## config.mk

```make
export PLATFORM = sky130hd
export DESIGN_NAME = na_be_wb_slave
export DESIGN_NICKNAME = d
export VERILOG_FILES = /design/src/rtl/na_wb_pkg.sv /design/src/rtl/na_flit_fifo.sv /design/src/rtl/na_be_wb_slave.sv
export SDC_FILE = /design/constraint.sdc
export NUM_CORES = 1
export LEC_CHECK = 0
export ABC_AREA = 0
export ABC_CLOCK_PERIOD_IN_PS = 4370
export CAP_MARGIN = 20
export CORE_ASPECT_RATIO = 0.9
export CORE_MARGIN = 3
export CORE_UTILIZATION = 30
export DETAILED_ROUTE_END_ITERATION = 10
export MAX_ROUTING_LAYER = met4
export PLACE_DENSITY = 0.55
export SLEW_MARGIN = 25
export SYNTH_ARGS = -nofsm -noshare
export SYNTH_HDL_FRONTEND = slang
export SYNTH_HIERARCHICAL = 1
export SYNTH_SLANG_ARGS = --single-unit
```

## constraint.sdc

```tcl
create_clock -name clk -period 4.37 [get_ports clk]
set_clock_uncertainty 0.15 [all_clocks]
set_input_delay 1.311 -clock clk [delete_from_list [all_inputs] [get_ports clk]]
set_output_delay 1.311 -clock clk [all_outputs]
set_load 0.01 [all_outputs]
```

## src/rtl/na_wb_pkg.sv

```systemverilog
// Register map and CTRL bit layout of the best-effort NA Wishbone window.
// Also used as the reference for the driver headers.
package na_wb_pkg;

  // Word offsets, decoded from wb_adr_i[4:2]
  localparam logic [2:0] ADDR_TX_DATA = 3'd0;  // W: push flit, last=0
  localparam logic [2:0] ADDR_TX_LAST = 3'd1;  // W: push flit, last=1 (commit)
  localparam logic [2:0] ADDR_RX_DATA = 3'd2;  // R: pop RX head flit
  localparam logic [2:0] ADDR_RX_STAT = 3'd3;  // R: {head.last, pkts, flits}
  localparam logic [2:0] ADDR_TX_FREE = 3'd4;  // R: free TX entries
  localparam logic [2:0] ADDR_CTRL    = 3'd5;  // R/W: enable, irq_en

  // CTRL register bit positions
  localparam int CTRL_ENABLE_BIT = 0;
  localparam int CTRL_IRQ_EN_BIT = 1;

  // Outcome of a decoded Wishbone request
  typedef enum logic [1:0] {
    RSP_NONE,
    RSP_ACK,
    RSP_ERR
  } wb_rsp_e;

endpackage

```

## src/rtl/na_flit_fifo.sv

```systemverilog
// Synchronous flit FIFO (flit + last bit), power-of-2 depth.
// Push while full and pop while empty are ignored.
module na_flit_fifo #(
  parameter int WIDTH = 33,
  parameter int DEPTH = 16
) (
  input  logic                     clk,
  input  logic                     rst_n,
  input  logic                     i_push,
  input  logic [WIDTH-1:0]         i_data,
  input  logic                     i_pop,
  output logic [WIDTH-1:0]         o_data,
  output logic                     o_full,
  output logic                     o_empty,
  output logic [$clog2(DEPTH):0]   o_count
);

  localparam int AW = $clog2(DEPTH);

  logic [WIDTH-1:0] r_mem [DEPTH];
  logic [AW-1:0]    r_wr_ptr;
  logic [AW-1:0]    r_rd_ptr;
  logic [AW:0]      r_count;
  logic             w_push;
  logic             w_pop;

  assign w_push  = i_push & ~o_full;
  assign w_pop   = i_pop & ~o_empty;
  assign o_full  = (r_count == (AW+1)'(DEPTH));
  assign o_empty = (r_count == '0);
  assign o_count = r_count;
  assign o_data  = r_mem[r_rd_ptr];

  // Storage write
  // NOTE: the array has no reset; pointers and count define validity, and a reset would turn it into flops.
  always_ff @(posedge clk) begin
    if (w_push) r_mem[r_wr_ptr] <= i_data;
  end

  // Pointer and occupancy bookkeeping; pointers wrap modulo DEPTH
  // NOTE: sequential state uses non-blocking assignments so every reader sees pre-edge values.
  always_ff @(posedge clk or negedge rst_n) begin
    if (!rst_n) begin
      r_wr_ptr <= '0;
      r_rd_ptr <= '0;
      r_count  <= '0;
    end else begin
      if (w_push) r_wr_ptr <= r_wr_ptr + 1'b1;
      if (w_pop)  r_rd_ptr <= r_rd_ptr + 1'b1;
      case ({w_push, w_pop})
        2'b10:   r_count <= r_count + 1'b1;
        2'b01:   r_count <= r_count - 1'b1;
        default: r_count <= r_count;
      endcase
    end
  end

endmodule

```

## src/rtl/na_be_wb_slave.sv

```systemverilog
// Best-effort NA endpoint: Wishbone classic slave with a store-and-forward
// TX packet FIFO towards the NoC and an RX FIFO with a packet-pending irq.
module na_be_wb_slave
  import na_wb_pkg::*;
#(
  parameter int FLIT_WIDTH  = 32,
  parameter int TX_DEPTH    = 16,
  parameter int RX_DEPTH    = 16,
  parameter int MAX_PKT_LEN = 10
) (
  input  logic                  clk,
  input  logic                  rst_n,
  input  logic [31:0]           wb_adr_i,
  input  logic [FLIT_WIDTH-1:0] wb_dat_i,
  input  logic [3:0]            wb_sel_i,
  input  logic                  wb_we_i,
  input  logic                  wb_cyc_i,
  input  logic                  wb_stb_i,
  output logic [FLIT_WIDTH-1:0] wb_dat_o,
  output logic                  wb_ack_o,
  output logic                  wb_err_o,
  output logic [FLIT_WIDTH-1:0] noc_out_flit,
  output logic                  noc_out_last,
  output logic                  noc_out_valid,
  input  logic                  noc_out_ready,
  input  logic [FLIT_WIDTH-1:0] noc_in_flit,
  input  logic                  noc_in_last,
  input  logic                  noc_in_valid,
  output logic                  noc_in_ready,
  output logic                  irq
);

  localparam int FW  = FLIT_WIDTH;
  localparam int TCW = $clog2(TX_DEPTH) + 1;
  localparam int RCW = $clog2(RX_DEPTH) + 1;
  localparam int PW  = $clog2(MAX_PKT_LEN);

  // Registered state
  logic           r_enable;
  logic           r_irq_en;
  logic           r_ack;
  logic           r_err;
  logic           r_irq;
  logic [FW-1:0]  r_dat;
  logic [TCW-1:0] r_tx_pkts;
  logic [RCW-1:0] r_rx_pkts;
  logic [PW-1:0]  r_partial;

  // FIFO interface
  logic           w_tx_push;
  logic           w_tx_last_in;
  logic           w_tx_pop;
  logic           w_tx_full;
  logic           w_tx_empty;
  logic [FW:0]    w_tx_head;
  logic [TCW-1:0] w_tx_count;
  logic           w_rx_push;
  logic           w_rx_pop;
  logic           w_rx_full;
  logic           w_rx_empty;
  logic [FW:0]    w_rx_head;
  logic [RCW-1:0] w_rx_count;

  // Decode
  logic           w_req;
  logic [2:0]     w_addr;
  wb_rsp_e        w_rsp;
  logic           w_ctrl_wr;
  logic [FW-1:0]  w_rdata;
  logic           w_rx_head_last;
  logic [31:0]    w_rx_stat;
  logic [TCW-1:0] w_tx_free;
  logic           w_tx_commit;
  logic           w_tx_depart;
  logic           w_rx_pkt_in;
  logic           w_rx_pkt_out;
  logic           w_unused;

  // Address bits outside [4:2], byte selects and TX empty are not needed
  assign w_unused = &{1'b0, wb_sel_i, wb_adr_i[31:5], wb_adr_i[1:0], w_tx_empty};

  // A new request is one not already being answered this cycle
  assign w_req  = wb_cyc_i & wb_stb_i & ~(r_ack | r_err);
  assign w_addr = wb_adr_i[4:2];

  assign w_rx_head_last = ~w_rx_empty & w_rx_head[FW];
  assign w_rx_stat      = {w_rx_head_last, 15'(r_rx_pkts), 16'(w_rx_count)};
  assign w_tx_free      = TCW'(TX_DEPTH) - w_tx_count;

  // Request decode: choose ack/err and the single side effect of the access
  // NOTE: every output gets a default first, so no path leaves a latch behind.
  always_comb begin
    w_rsp        = RSP_NONE;
    w_tx_push    = 1'b0;
    w_tx_last_in = 1'b0;
    w_rx_pop     = 1'b0;
    w_ctrl_wr    = 1'b0;
    w_rdata      = '0;
    if (w_req) begin
      w_rsp = RSP_ERR;
      case (w_addr)
        ADDR_TX_DATA: begin
          // Leave room for the closing TX_LAST within MAX_PKT_LEN
          if (wb_we_i && r_enable && !w_tx_full &&
              (r_partial < PW'(MAX_PKT_LEN - 1))) begin
            w_rsp     = RSP_ACK;
            w_tx_push = 1'b1;
          end
        end
        ADDR_TX_LAST: begin
          if (wb_we_i && r_enable && !w_tx_full) begin
            w_rsp        = RSP_ACK;
            w_tx_push    = 1'b1;
            w_tx_last_in = 1'b1;
          end
        end
        ADDR_RX_DATA: begin
          if (!wb_we_i && !w_rx_empty) begin
            w_rsp    = RSP_ACK;
            w_rx_pop = 1'b1;
            w_rdata  = w_rx_head[FW-1:0];
          end
        end
        ADDR_RX_STAT: begin
          if (!wb_we_i) begin
            w_rsp   = RSP_ACK;
            w_rdata = FW'(w_rx_stat);
          end
        end
        ADDR_TX_FREE: begin
          if (!wb_we_i) begin
            w_rsp   = RSP_ACK;
            w_rdata = FW'(w_tx_free);
          end
        end
        ADDR_CTRL: begin
          w_rsp = RSP_ACK;
          if (wb_we_i) begin
            w_ctrl_wr = 1'b1;
          end else begin
            w_rdata[CTRL_ENABLE_BIT] = r_enable;
            w_rdata[CTRL_IRQ_EN_BIT] = r_irq_en;
          end
        end
        default: w_rsp = RSP_ERR;
      endcase
    end
  end

  // One-cycle ack/err pulse with read data; data is zero unless a read acks
  always_ff @(posedge clk or negedge rst_n) begin
    if (!rst_n) begin
      r_ack <= 1'b0;
      r_err <= 1'b0;
      r_dat <= '0;
    end else begin
      r_ack <= (w_rsp == RSP_ACK);
      r_err <= (w_rsp == RSP_ERR);
      r_dat <= w_rdata;
    end
  end

  // CTRL register
  always_ff @(posedge clk or negedge rst_n) begin
    if (!rst_n) begin
      r_enable <= 1'b0;
      r_irq_en <= 1'b0;
    end else if (w_ctrl_wr) begin
      r_enable <= wb_dat_i[CTRL_ENABLE_BIT];
      r_irq_en <= wb_dat_i[CTRL_IRQ_EN_BIT];
    end
  end

  // Flits already written into the still-open TX packet
  always_ff @(posedge clk or negedge rst_n) begin
    if (!rst_n)          r_partial <= '0;
    else if (w_tx_push)  r_partial <= w_tx_last_in ? '0 : r_partial + 1'b1;
  end

  assign w_tx_commit = w_tx_push & w_tx_last_in;
  assign w_tx_depart = w_tx_pop & w_tx_head[FW];

  // Committed TX packets; only these are visible to the NoC
  always_ff @(posedge clk or negedge rst_n) begin
    if (!rst_n) begin
      r_tx_pkts <= '0;
    end else begin
      case ({w_tx_commit, w_tx_depart})
        2'b10:   r_tx_pkts <= r_tx_pkts + 1'b1;
        2'b01:   r_tx_pkts <= r_tx_pkts - 1'b1;
        default: r_tx_pkts <= r_tx_pkts;
      endcase
    end
  end

  assign w_rx_pkt_in  = w_rx_push & noc_in_last;
  assign w_rx_pkt_out = w_rx_pop & w_rx_head_last;

  // Complete RX packets waiting in the FIFO
  always_ff @(posedge clk or negedge rst_n) begin
    if (!rst_n) begin
      r_rx_pkts <= '0;
    end else begin
      case ({w_rx_pkt_in, w_rx_pkt_out})
        2'b10:   r_rx_pkts <= r_rx_pkts + 1'b1;
        2'b01:   r_rx_pkts <= r_rx_pkts - 1'b1;
        default: r_rx_pkts <= r_rx_pkts;
      endcase
    end
  end

  // Packet-pending interrupt, level, one cycle behind the packet count
  always_ff @(posedge clk or negedge rst_n) begin
    if (!rst_n) r_irq <= 1'b0;
    else        r_irq <= r_irq_en & (r_rx_pkts != '0);
  end

  // NoC side: a flit leaves only while a committed packet is queued
  assign noc_out_valid = (r_tx_pkts != '0);
  assign noc_out_flit  = noc_out_valid ? w_tx_head[FW-1:0] : '0;
  assign noc_out_last  = noc_out_valid & w_tx_head[FW];
  assign w_tx_pop      = noc_out_valid & noc_out_ready;
  assign noc_in_ready  = r_enable & ~w_rx_full;
  assign w_rx_push     = noc_in_valid & noc_in_ready;

  assign wb_ack_o = r_ack;
  assign wb_err_o = r_err;
  assign wb_dat_o = r_dat;
  assign irq      = r_irq;

  na_flit_fifo #(
    .WIDTH (FW + 1),
    .DEPTH (TX_DEPTH)
  ) u_tx_fifo (
    .clk     (clk),
    .rst_n   (rst_n),
    .i_push  (w_tx_push),
    .i_data  ({w_tx_last_in, wb_dat_i}),
    .i_pop   (w_tx_pop),
    .o_data  (w_tx_head),
    .o_full  (w_tx_full),
    .o_empty (w_tx_empty),
    .o_count (w_tx_count)
  );

  na_flit_fifo #(
    .WIDTH (FW + 1),
    .DEPTH (RX_DEPTH)
  ) u_rx_fifo (
    .clk     (clk),
    .rst_n   (rst_n),
    .i_push  (w_rx_push),
    .i_data  ({noc_in_last, noc_in_flit}),
    .i_pop   (w_rx_pop),
    .o_data  (w_rx_head),
    .o_full  (w_rx_full),
    .o_empty (w_rx_empty),
    .o_count (w_rx_count)
  );

endmodule

```

# After elaboration in Yosys (flattened, before gate mapping)
# Memories as Yosys holds them, arrays and structs flattened.
# Index checks and enable logic that the tools add are counted.
totals:
  ramBits: 1056
  memories: 2
  in_bits: 108
  wordCells: 123
  reg_bits: 77
mem_list:
  columns: ["memory", "depth", "width", "rd", "rd_ports_with_merged_regs", "wr", "line_no", "source"]
  rows:
  - ["u_rx_fifo.r_mem", 16, 33, 1, 0, 1, "na_flit_fifo.sv:20", "logic [WIDTH-1:0] r_mem [DEPTH];"]
  - ["u_tx_fifo.r_mem", 16, 33, 1, 0, 1, "na_flit_fifo.sv:20", null]
op_classes:
  order_cmp: 1
  eq_ne: 17
  n_mux: 35
  bitwise_logic: 22
  addsub: 14
  reduce_logical: 17
op_table:
  columns: ["operator", "count"]
  rows:
  - ["2-to-1 mux 32 bit", 4]
  - ["one-hot mux 30 bit (3 select lines)", 1]
  - ["one-hot mux 5 bit (2 select lines)", 4]
  - ["adder 4 x 1 -> 4 bit (second input constant)", 5]
  - ["adder 5 x 1 -> 5 bit (second input constant)", 4]
  - ["subtractor 5 x 1 -> 5 bit (second input constant)", 4]
  - ["bitwise AND 1 bit", 16]
  - ["2-to-1 mux 1 bit", 15]
  - ["2-to-1 mux 2 bit", 6]
  - ["== test 2 x 1 -> 1 bit (second input constant)", 5]
  - ["== test 2 bit (second input constant)", 5]
  - ["== test 5 bit (second input constant)", 2]
  - ["logical NOT 5 bit", 2]
  - ["one-hot mux 2 bit (5 select lines)", 1]
  - ["nonzero test 5 bit", 2]
  - ["one-hot mux 2 bit (4 select lines)", 1]
  - ["nonzero test 2 bit", 4]
  - ["== test 3 x 2 -> 1 bit (second input constant)", 2]
  - ["== test 3 bit (second input constant)", 2]
  - ["2-to-1 mux 5 bit", 1]
  - ["NOT 1 bit", 5]
  - ["subtractor 5 bit (first input constant)", 1]
  - ["logical AND 1 bit", 4]
  - ["< comparator 4 bit (second input constant)", 1]
  - ["other kinds (7)", 9]

# Longest topological paths before layout
# Gate-level depths: netlist of run 1.
logic_depth:
  word_depth: 10
  depth_mapped: 16
  ltp_nobuf: 15

# By module
# Netlist of run 1, hierarchy kept.
modules_own_cells:
  columns: ["module", "area_each_um2", "seq_area_each_um2", "n_inst", "cells_each"]
  rows:
  - ["na_flit_fifo", 21390.5, 16180.5, 2, 1042]
  - ["na_be_wb_slave", 2760.1, 1276.2, 1, 275]

# Worst setup path after synthesis of run 1
# OpenSTA, ideal clock, no wires.
synth_path:
  path_kind: "input-to-reg"
  from: "in wb_adr_i[2]"
  to: "mem u_tx_fifo.r_mem[0][0] (enable)"
  path_buffers: 2
  setup_time_ps: 464
  path_stages: 7
  setup_slack_ps: -1015
  required_time_ps: 3756
  arrival_time_ps: 4771
  path_cell_list: "buf_2 nor2b_1 a2111oi_4 and2_1 buf_2 nand2_1 nor3_1"
synth_via:
  elab_chain_cells: 6
synth_rtl:
  columns: ["element", "line_no", "source"]
  rows:
  - ["start: declaration", "na_be_wb_slave.sv:13", "input logic [31:0] wb_adr_i,"]
  - ["== test 3 x 1 -> 1 bit or logical NOT 3 bit (tied branches)", "na_be_wb_slave.sv:101", "case (w_addr)"]
  - ["one-hot mux 1 bit (2 select lines) *", "na_be_wb_slave.sv:101", null]
  - ["2-to-1 mux 1 bit *", "na_be_wb_slave.sv:99", "if (w_req) begin"]
  - ["net w_tx_push", "na_be_wb_slave.sv:50", "logic w_tx_push;"]
  - ["bitwise AND 1 bit *", "na_flit_fifo.sv:27", "assign w_push = i_push & ~o_full;"]
  - ["2-to-1 mux 1 bit *", "na_flit_fifo.sv:37", "if (w_push) r_mem[r_wr_ptr] <= i_data;"]
  - ["2-to-1 mux 1 bit (not written as such) *", "na_flit_fifo.sv:37", null]
  - ["end: declaration", "na_flit_fifo.sv:20", null]
# Mark *: on every way through the listed nets, which the timed path passes. The rest lies on a longest branch.

# Final worst setup path of run 1
layout_path:
  from: "reg u_tx_fifo.r_rd_ptr[0]"
  to: "out noc_out_flit[2]"
layout_via:
  elab_chain_cells: 2
layout_rtl:
  columns: ["element", "line_no", "source"]
  rows:
  - ["start: declaration", "na_flit_fifo.sv:22", "logic [AW-1:0] r_rd_ptr;"]
  - ["start signal: assignment", "na_flit_fifo.sv:49", "if (w_pop) r_rd_ptr <= r_rd_ptr + 1'b1;"]
  - ["memory (16 x 33 bit)", null, null]
  - ["net w_tx_head[2]", "na_be_wb_slave.sv:55", "logic [FW:0] w_tx_head;"]
  - ["2-to-1 mux 32 bit", "na_be_wb_slave.sv:220", "assign noc_out_flit = noc_out_valid ? w_tx_head[FW-1:0] : '0;"]
  - ["end: declaration", "na_be_wb_slave.sv:22", "output logic [FLIT_WIDTH-1:0] noc_out_flit,"]
# The timed path passes the listed nets, and every way through them passes these cells.

==> impl_summary.txt, run 1 <==
----------------------------------------------------
[Run status]
  Run status ... complete, no violations

[Setup path]
  Critical path arrival ... between 2000 and 3000 ps
  Type of the worst setup path ... flip-flop to output pin
  Worst-path cell chain ... buf_12 -> buf_12 -> buf_16 -> mux4_2 -> a22oi_1 -> nand2_1 -> nor2b_1 -> clkdlybuf4s15_2
  Critical-path top delay cell ... sky130_fd_sc_hd__mux4_2
  Req. time, crit path ... between 2000 and 3000 ps
  Highest cell delay on the worst timing path ... roughly 530 ps
  Critical path's most frequent cell ... sky130_fd_sc_hd__buf_12
  Type of destination of the critical path ... output pin
  Highest fanout seen on the critical path ... 14
  Nature of the critical path startpoint ... flip-flop

[Drt]
  DRC marker count from the first detailed-route iteration ... 1,939
  Average wire per standard cell ... roughly 23 um
  # DRC ... 0
  Post-DRT Antenna Nets ... 0
  Total number of vias ... 23,196
  Detailed Route WL ... about 110 mm
  Avg Vias per Cell ... 4.90
  Initial DRT Pass Iterations ... 5

[Clock network]
  Clock input transition at the sequential cells of the worst setup and hold paths ... approximately 60 ps
  CTS HTree Levels ... 3
  Max Buffers Root-to-Sink ... 3
  TritonCTS buffer count ... 118
  Clock sink count ... approximately 1,100
  Clk Tree Root Cell ... sky130_fd_sc_hd__clkbuf_16
  Clock latency of the later-clocked register in the worst-skew pair ... between 700 and 800 ps
  CTS tree ... yes
  CTS Hold Bufs ... 0

[Final layout]
  Area taken by flip-flops and latches ... between 0.03 and 0.04 mm2
  Number of fillers in the final layout ... approximately 14,000
  Number of nets in the layout ... approximately 2,800
  Fraction of layout cells with a size suffix above 1 ... 23.8%
  Most frequent cells in the layout ... sky130_fd_sc_hd__edfxtp_1 (1,056), sky130_fd_sc_hd__mux2i_1 (267), sky130_fd_sc_hd__mux4_2 (132)
  Most common cell after layout, fill and taps aside ... sky130_fd_sc_hd__edfxtp_1
  Footprint of the multi-input gates ... about 0.011 mm2
  Synth-to-Final Area Change ... 20.1%

[Yosys]
  Avg Synthesized Cell Area ... slightly below 20 um2
  Sequential element share of the synthesized area ... approximately 74%
  Xor/xnor share of the synthesized area ... 0.558%
  EDFF count, synth ... roughly 1,100
  Post-synthesis register bit count ... approximately 1,100
  Yosys top cell area share ... between 60% and 70%
  Synth Area in Adders ... less than 1%
  Main combinational cell family by area after synthesis ... multiplexers
  Mapped Nets ... around 2,500
  Cell taking the most area after synthesis ... sky130_fd_sc_hd__edfxtp_1
  Area fraction in compound gates after synthesis ... 6.26%
  Multiplexer area fraction after synthesis ... 12.5%
  Primary FF master, synth ... sky130_fd_sc_hd__edfxtp_1
  Number of different library cells in the post-synthesis netlist ... 60
  Proportion of synthesized flip-flops having asynchronous set or reset ... just under 7%
  Top cells by area, synth ... sky130_fd_sc_hd__edfxtp_1 (70%), sky130_fd_sc_hd__mux4_2 (6.5%), sky130_fd_sc_hd__mux2i_1 (5.9%), sky130_fd_sc_hd__dfrtp_1 (4.2%), sky130_fd_sc_hd__a221oi_2 (2.2%)
  Mapped Cells ... ~2,400
  Yosys warning total ... 6
  Post-synthesis simple-gate area fraction ... roughly 3.0%
  Summed instance area of the synthesized netlist ... roughly 0.046 mm2

[Timing]
  Maximum clock frequency ... ~230 MHz
  Worst-case hold slack ... 370 ps
  Share of the clock period used by the worst path ... 99.7%
  Transition at the pin with the smallest max-transition slack ... 1080 ps
  PnR worst setup slack ... between 10 and 15 ps
  Final setup vio count ... 0
  Final Critical Period ... approximately 4400 ps
  Final Hold Vio Count ... 0
  Unrepaired setup endpoints after global routing ... true
  Final max-slew violation count ... 0
  Worst slew margin relative to its limit ... between 20 and 30%

[GRT]
  GR Util All Layers ... 14.3%
  Largest net degree at the start of global routing ... 84
  Number of antenna violations at the first check in global routing ... 11
  Number of global-route vias before repair ... ~23,000
  Busiest metal layer after global routing ... met2
  Routing usage on met1 ... about a fifth
  Wire length of the first global-routing pass ... about 160 mm
  Met2 capacity usage during global routing ... between 20% and 30%
  Residual overflow from global routing ... 0
  GRT met3 Usage ... 2.39%

[Placed design]
  Gp weighted congestion ... roughly 0.76
  HPWL reported at the end of detailed placement ... roughly 61 mm
  Port Buffers ... about 140
  Setup WS pre-CTS ... -17.8 ps

[Floorplan]
  DIE HEIGHT ... approximately 380 um
  Initial Util ... 30.5%
  Number of top-level pins ... 178
  Area enclosed by the die boundary ... roughly 0.16 mm2
  Core region area ... 0.150 mm2
  Horizontal die dimension ... ~420 um
  FP Rows ... approximately 130

[Hold path]
  Type of the tightest min-delay check ... flip-flop to flip-flop

[Pwr]
  Power after layout ... around 29 mW
  Power per Cell Area ... around 530 mW/mm2
  Static leakage power ... 18.4 nW
  Worst VDD drop ... roughly 0.38 mV

[Job]
  Max-capacitance violation count ... 0

----------------------------------------------------
-- final timing paths --
path	start	to	slack, ps	cells past startpoint
max	u_tx_fifo/r_rd_ptr[0]	noc_out_flit[2]	10	8
min	r_tx_pkts[2]	r_tx_pkts[2]	370	2
max reg2reg	u_tx_fifo/r_rd_ptr[0]	r_tx_pkts[4]	820	13
min reg2reg	r_tx_pkts[2]	r_tx_pkts[2]	370	2
max in group asynchronous	rst_n	u_tx_fifo/r_wr_ptr[3]	2700	2
min in group asynchronous	rst_n	wb_dat_o[21]	530	1
-- metal layers --
metal / vias to the layer above / wire length [um]
li1: 10236 / -
met3: 161 / 5540
met1: 12249 / 49500
met4: 0 / 2790
met5: - / 0
met2: 550 / 53000
-- where the power goes --
group / total, mW / switching [mW] / internal (mW) / leakage, nW
sequential: 12.4 / 0.281 / 12.1 / 10.5
combinational: 6.92 / 3.48 / 3.44 / 6.08
clock: 9.52 / 4.20 / 5.32 / 1.77
-- sequential cells by signal, summed over array words and instances (netlist names) --
register / count
wb_err_o: 1
u_tx_fifo/r_wr_ptr: 4
u_rx_fifo/o_count: 5
wb_dat_o: 32
r_irq_en: 1
u_rx_fifo/r_rd_ptr: 4
r_rx_pkts: 5
u_tx_fifo/r_rd_ptr: 4
irq: 1
r_enable: 1
wb_ack_o: 1
u_tx_fifo/r_mem: 528
u_tx_fifo/o_count: 5
u_rx_fifo/r_wr_ptr: 4
u_rx_fifo/r_mem: 528
r_partial: 4
r_tx_pkts: 5
-- area by class of cell --
type                       count  share of cell area (%)
multi-input combinational   1058                    20.5
timing repair buffer         307                    6.47
sequential                  1133                    61.5
clock buffer                 162                    5.77
tap                         1972                    4.51
inverter                      35                   0.240
clock inverter                58                   0.956
antenna                        7                  0.0320
-- what timing repair did --
action / CTS / global route
resized for setup: 140 / 58
pin swaps: 30 / 34
buffers inserted: 11 / 16
endpoints found under the setup margin: 34 / 31
cloned: 5 / 2
-- cells in the mapped netlist, types with 33 or more instances --
cell type                  number
sky130_fd_sc_hd__a221oi_1      66
sky130_fd_sc_hd__a221oi_2      66
sky130_fd_sc_hd__a22oi_1       76
sky130_fd_sc_hd__buf_2         40
sky130_fd_sc_hd__dfrtp_1       77
sky130_fd_sc_hd__edfxtp_1    1056
sky130_fd_sc_hd__inv_1         33
sky130_fd_sc_hd__mux2i_1      267
sky130_fd_sc_hd__mux4_2       132
sky130_fd_sc_hd__nand2_1      100
sky130_fd_sc_hd__nor2_1        35
sky130_fd_sc_hd__nor2b_1       42
sky130_fd_sc_hd__o21ai_0       78
-- cells by family after synthesis --
family,after synthesis
flops,1133
mux,403
compound gates,331
simple gates,262
buf+inv,168
fa+ha+maj,33
xor+xnor,29
-- worst max-delay path, delay by kind of cell, from the launching register on --
family	cells	cell delay [ps]
AOI/OAI and AO/OA	1	190
buffers and inverters	4	740
DFF	1	430
muxes	1	530
and+or+nand+nor	2	270
-- through the flow --
step / setup TNS, ps / cell area, um2 / utilization (%) / cells
finish: 0 / 54700 / 36.6 / 4732
CTS: -1260 / 54400 / 36.4 / 4706
global placement: -36.1 / 50200 / 33.6 / 4470
detailed placement: -17.8 / 50200 / 33.6 / 4470
global route: -801 / 54700 / 36.6 / 4732
floorplan: -44430 / 45600 / - / 2359
(Power assumes the default switching activity.)
==> inputs of run 2 (changes only) <==
--- a/config.mk
+++ b/config.mk
@@ -9,7 +9,6 @@
 export ABC_CLOCK_PERIOD_IN_PS = 4370
 export CAP_MARGIN = 20
 export CORE_ASPECT_RATIO = 0.9
-export CORE_MARGIN = 3
 export CORE_UTILIZATION = 30
 export DETAILED_ROUTE_END_ITERATION = 10
 export MAX_ROUTING_LAYER = met4
==> impl_summary.txt, run 2 (same netlist as run 1, synthesis figures left out) <==
----------------------------------------------------
[GRT]
  Residual overflow from global routing ... 0 (unchanged)
  GR Util All Layers ... 14.7% (+0.35 points)
  Number of global-route vias before repair ... 23,636 (+0.63%)
  Wire length of the first global-routing pass ... 160 mm (-1.0%)
  Largest net degree at the start of global routing ... 119 (+42%)
  Number of antenna violations at the first check in global routing ... 9 (-2)

[Final layout]
  Most frequent cells in the layout ... sky130_fd_sc_hd__edfxtp_1 (1,056), sky130_fd_sc_hd__mux2i_1 (263), sky130_fd_sc_hd__buf_4 (135)
  Fraction of layout cells with a size suffix above 1 ... 24.7% (+0.83 points)
  Number of fillers in the final layout ... 13,846 (-0.087%)
  Synth-to-Final Area Change ... 20.5%
  Final design area excluding fillers ... 0.0549 mm2 (+0.35%)
  Number of nets in the layout ... 2,827 (+1.2%)
  Most common cell after layout, fill and taps aside ... sky130_fd_sc_hd__edfxtp_1

[Timing]
  Worst-case hold slack ... 368 ps (-2.51 ps)
  Final Hold Vio Count ... 0 (unchanged)
  Share of the clock period used by the worst path ... 98.0% (-1.7 points)
  Worst slew margin relative to its limit ... 28.6% (+0.57 points)
  Final max-slew violation count ... 0 (unchanged)
  Setup Total Neg Slack ... 0 ps (unchanged)
  Maximum clock frequency ... 234 MHz (+1.8%)
  Final setup vio count ... 0 (unchanged)
  Final Critical Period ... 4280 ps (-76.3 ps)
  Unrepaired setup endpoints after global routing ... true
  PnR worst setup slack ... 88.3 ps (+76.3 ps)
  Transition at the pin with the smallest max-transition slack ... 1070 ps (-8.56 ps)

[Drt]
  Average wire per standard cell ... 22.9 um (-2.1%)
  Initial DRT Pass Iterations ... 5 (unchanged)
  # DRC ... 0 (unchanged)
  Post-DRT Antenna Nets ... 0 (unchanged)
  Detailed Route WL ... 110 mm (-1.1%)
  DRC marker count from the first detailed-route iteration ... 1,553 (-20%)
  Avg Vias per Cell ... 4.83 (-1.4%)
  Total number of vias ... 23,091 (-0.45%)

[Setup path]
  Highest fanout seen on the critical path ... 15 (+1)
  Type of the worst setup path ... flip-flop to output pin
  Nature of the critical path startpoint ... flip-flop
  Capture point of the worst reg-to-reg path ... r_tx_pkts[4]
  Critical path arrival ... 2820 ps (-80 ps)
  Last element of the critical path ... noc_out_flit[2]
  Flop2flop setup slack ... 730 ps (-90 ps)
  Req. time, crit path ... 2910 ps (about the same)
  Number of cells on the worst reg-to-reg path ... 13 (unchanged)
  Start point of the critical path ... u_tx_fifo/r_rd_ptr[0]
  Reg-to-reg critical path startpoint ... u_tx_fifo/r_rd_ptr[0]
  Type of destination of the critical path ... output pin

[Hold path]
  Type of the tightest min-delay check ... flip-flop to flip-flop

[Placed design]
  HPWL reported at the end of detailed placement ... 61.9 mm (+0.86%)
  Gp weighted congestion ... 0.741 (-2.4%)
  Dpl cell area ... 0.0502 mm2 (+0.12%)
  Setup WS pre-CTS ... -77.9 ps (-60.1 ps)
  Port Buffers ... 144 (unchanged)

[Floorplan]
  Core region area ... 0.151 mm2 (+0.63%)
  FP Rows ... 135 (+0.75%)
  Number of top-level pins ... 178 (unchanged)
  Horizontal die dimension ... 413 um (-0.96%)
  Area enclosed by the die boundary ... 0.153 mm2 (-2.0%)
  Initial Util ... 30.3% (-0.19 points)
  DIE HEIGHT ... 372 um (-1.1%)

[Pwr]
  Power per Cell Area ... 527 mW/mm2 (about the same)
  Static leakage power ... 18.6 nW (+0.93%)
  Worst VDD drop ... 0.405 mV (+6.9%)

[Clock network]
  Clk Tree Root Cell ... sky130_fd_sc_hd__clkbuf_16
  CTS HTree Levels ... 3 (unchanged)
  CTS tree ... yes
  Clock latency of the later-clocked register in the worst-skew pair ... 770 ps (+20 ps)
  TritonCTS buffer count ... 117 (-0.85%)
  Clock sink count ... 1,133 (unchanged)
  Max Buffers Root-to-Sink ... 3 (unchanged)
  Clock input transition at the sequential cells of the worst setup and hold paths ... 60 ps (about the same)

[Job]
  Max-capacitance violation count ... 0 (unchanged)

[Run status]
  Run status ... complete, no violations

----------------------------------------------------
-- run 2: cell types whose count changed in the layout (fill, tap and decap cells not counted), sizes merged --
cell	change
dlygate4sd2	+5
diode	-1
buf	+35
bufbuf	-4
clkinv	-3
clkbuf	+6
bufinv	-2
clkinvlp	-4
inv	+1
dlymetal6s2s	-1
-- run 2: worst max-delay path, stage by stage, from the launching register on --
cell and delay [ps]:
sky130_fd_sc_hd__dfrtp_4 480, sky130_fd_sc_hd__buf_12 180, sky130_fd_sc_hd__buf_16 170, sky130_fd_sc_hd__mux4_2 510, sky130_fd_sc_hd__a22oi_1 200, sky130_fd_sc_hd__nand2_1 130, sky130_fd_sc_hd__nor2b_1 140, sky130_fd_sc_hd__dlygate4sd2_1 280
-- run 2: worst min path at each step --
stage	cells past startpoint	endpoint	start	slack (ps)
after global placement	2	r_tx_pkts[2]	r_tx_pkts[2]	360
after detailed placement	2	r_tx_pkts[2]	r_tx_pkts[2]	360
after floorplan	2	r_tx_pkts[3]	r_tx_pkts[3]	320
final	2	r_tx_pkts[2]	r_tx_pkts[2]	370
after CTS	2	r_tx_pkts[2]	r_tx_pkts[2]	370
after global routing	1	r_tx_pkts[0]	r_tx_pkts[0]	400
-- run 2: report_power, final --
group / internal, mW / switching [mW] / leakage [nW]
sequential: 12.1 / 0.304 / 10.5
combinational: 3.43 / 3.44 / 6.19
clock: 5.41 / 4.24 / 1.83
total: 21.0 / 7.99 / 18.6
-- run 2: area by class of cell --
class | instances | area, um2 | share of cell area [%]
antenna | 6 | 15.0 | 0.0274
timing repair buffer | 341 | 3690 | 6.72
sequential | 1133 | 33700 | 61.3
clock buffer | 169 | 3310 | 6.02
clock inverter | 50 | 453 | 0.825
multi-input combinational | 1058 | 11100 | 20.3
inverter | 35 | 134 | 0.244
tap | 1986 | 2480 | 4.53
-- run 2: timing repair --
item / 4_1_cts / 5_1_grt
cloned: 7 / 2
gates resized for setup: 125 / 58
pin swaps: 19 / 32
setup buffers: 24 / 19
setup endpoints to repair: 33 / 32
hold buffers: 0 / 0
-- run 2: routing by layer --
metal	up-vias	wire length, um	share of wire [%]	global-route usage (%)
li1	10296	-	-	-
met1	12151	50200	46	19.9
met2	498	51800	47	22.5
met3	146	5540	5.1	2.91
met4	0	2130	1.9	3.90
met5	-	0	0	-
-- run 2: metrics by stage --
step           power [mW]  instances  utilization (%)
2_1_floorplan        17.1       2359                -
3_3_place_gp         18.9       4503             33.4
3_5_place_dp         18.9       4503             33.4
4_1_cts              29.1       4753             36.3
5_1_grt              30.2       4777             36.5
6_report             28.9       4778             36.5
==> inputs of run 3 (changes only) <==
--- a/config.mk
+++ b/config.mk
@@ -8,7 +8,6 @@
 export ABC_AREA = 0
 export ABC_CLOCK_PERIOD_IN_PS = 4370
 export CAP_MARGIN = 20
-export CORE_ASPECT_RATIO = 0.9
 export CORE_UTILIZATION = 30
 export DETAILED_ROUTE_END_ITERATION = 10
 export MAX_ROUTING_LAYER = met4
@@ -18,3 +17,4 @@
 export SYNTH_HDL_FRONTEND = slang
 export SYNTH_HIERARCHICAL = 1
 export SYNTH_SLANG_ARGS = --single-unit
+export TNS_END_PERCENT = 30
==> impl_summary.txt, run 3 (same netlist as run 1, synthesis figures left out) <==
----------------------------------------------------
[Run status]
  Run status ... complete, but fails checks
  Violations in the final reports ... setup timing

[GRT]
  Largest net degree at the start of global routing ... 95 (-20%)
  Busiest metal layer after global routing ... met2
  Number of antenna violations at the first check in global routing ... 13 (+4)
  Number of global-route vias before repair ... 23,402 (-0.99%)
  Residual overflow from global routing ... 0 (unchanged)
  Wire length of the first global-routing pass ... 160 mm (+0.15%)
  GRT met3 Usage ... 3.00% (+0.097 points)
  GR Util All Layers ... 14.7% (about the same)
  Routing usage on met1 ... 19.0% (-0.90 points)
  Met2 capacity usage during global routing ... 23.8% (+1.3 points)

[Setup path]
  Worst-path cell chain ... and2_4 -> buf_6 -> a221oi_2 -> o21ai_0 -> nand2_1 -> nor2b_1 -> clkdlybuf4s50_1
  Critical path arrival ... 2920 ps (+100 ps)
  Nature of the critical path startpoint ... flip-flop
  Type of destination of the critical path ... output pin
  Req. time, crit path ... 2910 ps (about the same)
  Highest fanout seen on the critical path ... 11 (-4)
  Type of the worst setup path ... flip-flop to output pin
  Critical-path top delay cell ... sky130_fd_sc_hd__clkdlybuf4s50_1
  Highest cell delay on the worst timing path ... 540 ps (+30 ps)

[Clock network]
  CTS HTree Levels ... 3 (unchanged)
  Clock latency of the later-clocked register in the worst-skew pair ... 770 ps (about the same)
  TritonCTS buffer count ... 119 (+1.7%)
  CTS tree ... yes
  Clk Tree Root Cell ... sky130_fd_sc_hd__clkbuf_16
  CTS Hold Bufs ... 0 (unchanged)
  Max Buffers Root-to-Sink ... 3 (unchanged)
  Clock input transition at the sequential cells of the worst setup and hold paths ... 60 ps (about the same)
  Clock sink count ... 1,133 (unchanged)

[Drt]
  Post-DRT Antenna Nets ... 0 (unchanged)
  Initial DRT Pass Iterations ... 4 (-1)
  # DRC ... 0 (unchanged)
  DRC marker count from the first detailed-route iteration ... 1,726 (+11%)
  Total number of vias ... 23,009 (-0.36%)
  Average wire per standard cell ... 23.1 um (+0.48%)
  Avg Vias per Cell ... 4.81 (-0.46%)
  Detailed Route WL ... 110 mm (+0.58%)

[Placed design]
  HPWL reported at the end of detailed placement ... 61.6 mm (-0.40%)
  Port Buffers ... 144 (unchanged)
  Gp weighted congestion ... 0.744 (+0.36%)
  Dpl cell area ... 0.0502 mm2 (about the same)

[Floorplan]
  DIE HEIGHT ... 392 um (+5.4%)
  Horizontal die dimension ... 392 um (-5.1%)
  Area enclosed by the die boundary ... 0.153 mm2 (about the same)
  Initial Util ... 30.3% (+0.039 points)
  Core region area ... 0.150 mm2 (-0.13%)
  Number of top-level pins ... 178 (unchanged)
  FP Rows ... 142 (+5.2%)

[Timing]
  PnR worst setup slack ... -11.2 ps (-99.4 ps)
  Unrepaired setup endpoints after global routing ... true
  Final setup vio count ... 2 (+2)
  Worst-case hold slack ... 368 ps (+0.665 ps)
  Final max-slew violation count ... 0 (unchanged)
  Transition at the pin with the smallest max-transition slack ... 872 ps (-199 ps)
  Share of the clock period used by the worst path ... 100% (+2.3 points)
  Final Hold Vio Count ... 0 (unchanged)
  Final Critical Period ... 4380 ps (+99.4 ps)
  Worst slew margin relative to its limit ... 41.9% (+13 points)
  Maximum clock frequency ... 228 MHz (-2.3%)

[Final layout]
  Final design area excluding fillers ... 0.0546 mm2 (-0.45%)
  Fraction of layout cells with a size suffix above 1 ... 22.9% (-1.8 points)
  Synth-to-Final Area Change ... 20.0%
  Number of nets in the layout ... 2,795 (-1.1%)
  Number of fillers in the final layout ... 13,962 (+0.84%)
  Most common cell after layout, fill and taps aside ... sky130_fd_sc_hd__edfxtp_1
  Most frequent cells in the layout ... sky130_fd_sc_hd__edfxtp_1 (1,056), sky130_fd_sc_hd__mux2i_1 (267), sky130_fd_sc_hd__mux4_2 (132)

[Pwr]
  Cell internal pwr ... 20.8 mW (-0.55%)
  Power per Cell Area ... 524 mW/mm2 (-0.64%)
  Power share of the sequential group ... 43.4% (+0.5 points)
  Switching part of the total ... 27.2% (-0.39 points)
  Worst VDD drop ... 0.380 mV (-6.1%)
  Power after layout ... 28.6 mW (-1.1%)
  Share of total power in the clock network ... 33.9% (+0.6 points)
  Combinational Power Share ... 22.7% (-1.0 points)
  Net Switching ... 7.79 mW (-2.5%)
  Static leakage power ... 18.4 nW (-0.56%)

[Hold path]
  Type of the tightest min-delay check ... flip-flop to flip-flop

[Job]
  Max-capacitance violation count ... 0 (unchanged)

----------------------------------------------------
run 3: cell count changes in the layout (fill, tap and decap cells not counted), sizes merged:
cell / delta
buf: -42
clkbuf: -10
clkinv: +7
dlymetal6s2s: +6
diode: +5
bufinv: +4
clkdlybuf4s15: +3
clkinvlp: +2
inv: -2
clkdlybuf4s50: +1
dlygate4sd2: +1
run 3: power groups by stage:
stage | logic, mW | registers (mW) | clock network, mW
2_1_floorplan | 4.63 | 12.5 | 0
3_3_place_gp | 6.08 | 12.7 | 0
3_5_place_dp | 6.12 | 12.7 | 0
4_1_cts | 6.50 | 12.4 | 9.96
5_1_grt | 7.03 | 12.5 | 10.3
6_report | 6.50 | 12.4 | 9.70
run 3: routing by layer:
layer	up-vias	wire, um
met1	12091	48400
met4	0	1890
met5	-	0
met2	557	54100
li1	10233	-
met3	128	5830
run 3: cell type report:
cell class | count | area [um2] | area share, %
flip-flops and latches | 1133 | 33700 | 61.6
clock buffers | 162 | 3220 | 5.90
well taps | 2016 | 2520 | 4.62
clock inverters | 61 | 566 | 1.04
diodes | 11 | 27.5 | 0.0504
inverters | 35 | 131 | 0.240
repair buffers | 307 | 3400 | 6.22
multi-input cells | 1058 | 11100 | 20.3
run 3: path summary, 6_finish.rpt:
kind / start / endpoint / slack, ps / cells after the start
max: u_tx_fifo/r_rd_ptr[1] / noc_out_flit[29] / -10 / 7
min: r_tx_pkts[2] / r_tx_pkts[2] / 370 / 2
max reg2reg: u_tx_fifo/r_rd_ptr[0] / r_tx_pkts[4] / 530 / 15
min reg2reg: r_tx_pkts[2] / r_tx_pkts[2] / 370 / 2
max in group asynchronous: rst_n / wb_dat_o[6] / 2920 / 2
min in group asynchronous: rst_n / wb_dat_o[29] / 400 / 1
run 3: worst max-delay path, delay by kind of cell, from the launching register on:
family                 cells  cell delay (ps)
buffers and inverters      2              730
DFF                        1              520
and+or+nand+nor            3              490
AOI/OAI and AO/OA          2              450
run 3: what timing repair did:
action,CTS,global route
gates cloned,3,1
pin swaps,13,17
buffers inserted,15,3
setup endpoints to repair,33,32
gates resized for setup,96,33
run 3: per-stage QoR:
step                      setup slack [ps]  setup TNS, ps  util, %  std cells
final                                -11.2          -13.6     36.3       4783
after global routing                  -171          -1360     36.3       4783
after CTS                             -197          -1640     36.2       4768
after detailed placement              -258           -652     33.4       4527
after global placement                -337           -713     33.4       4525
after floorplan                       -349         -78380        -       2359
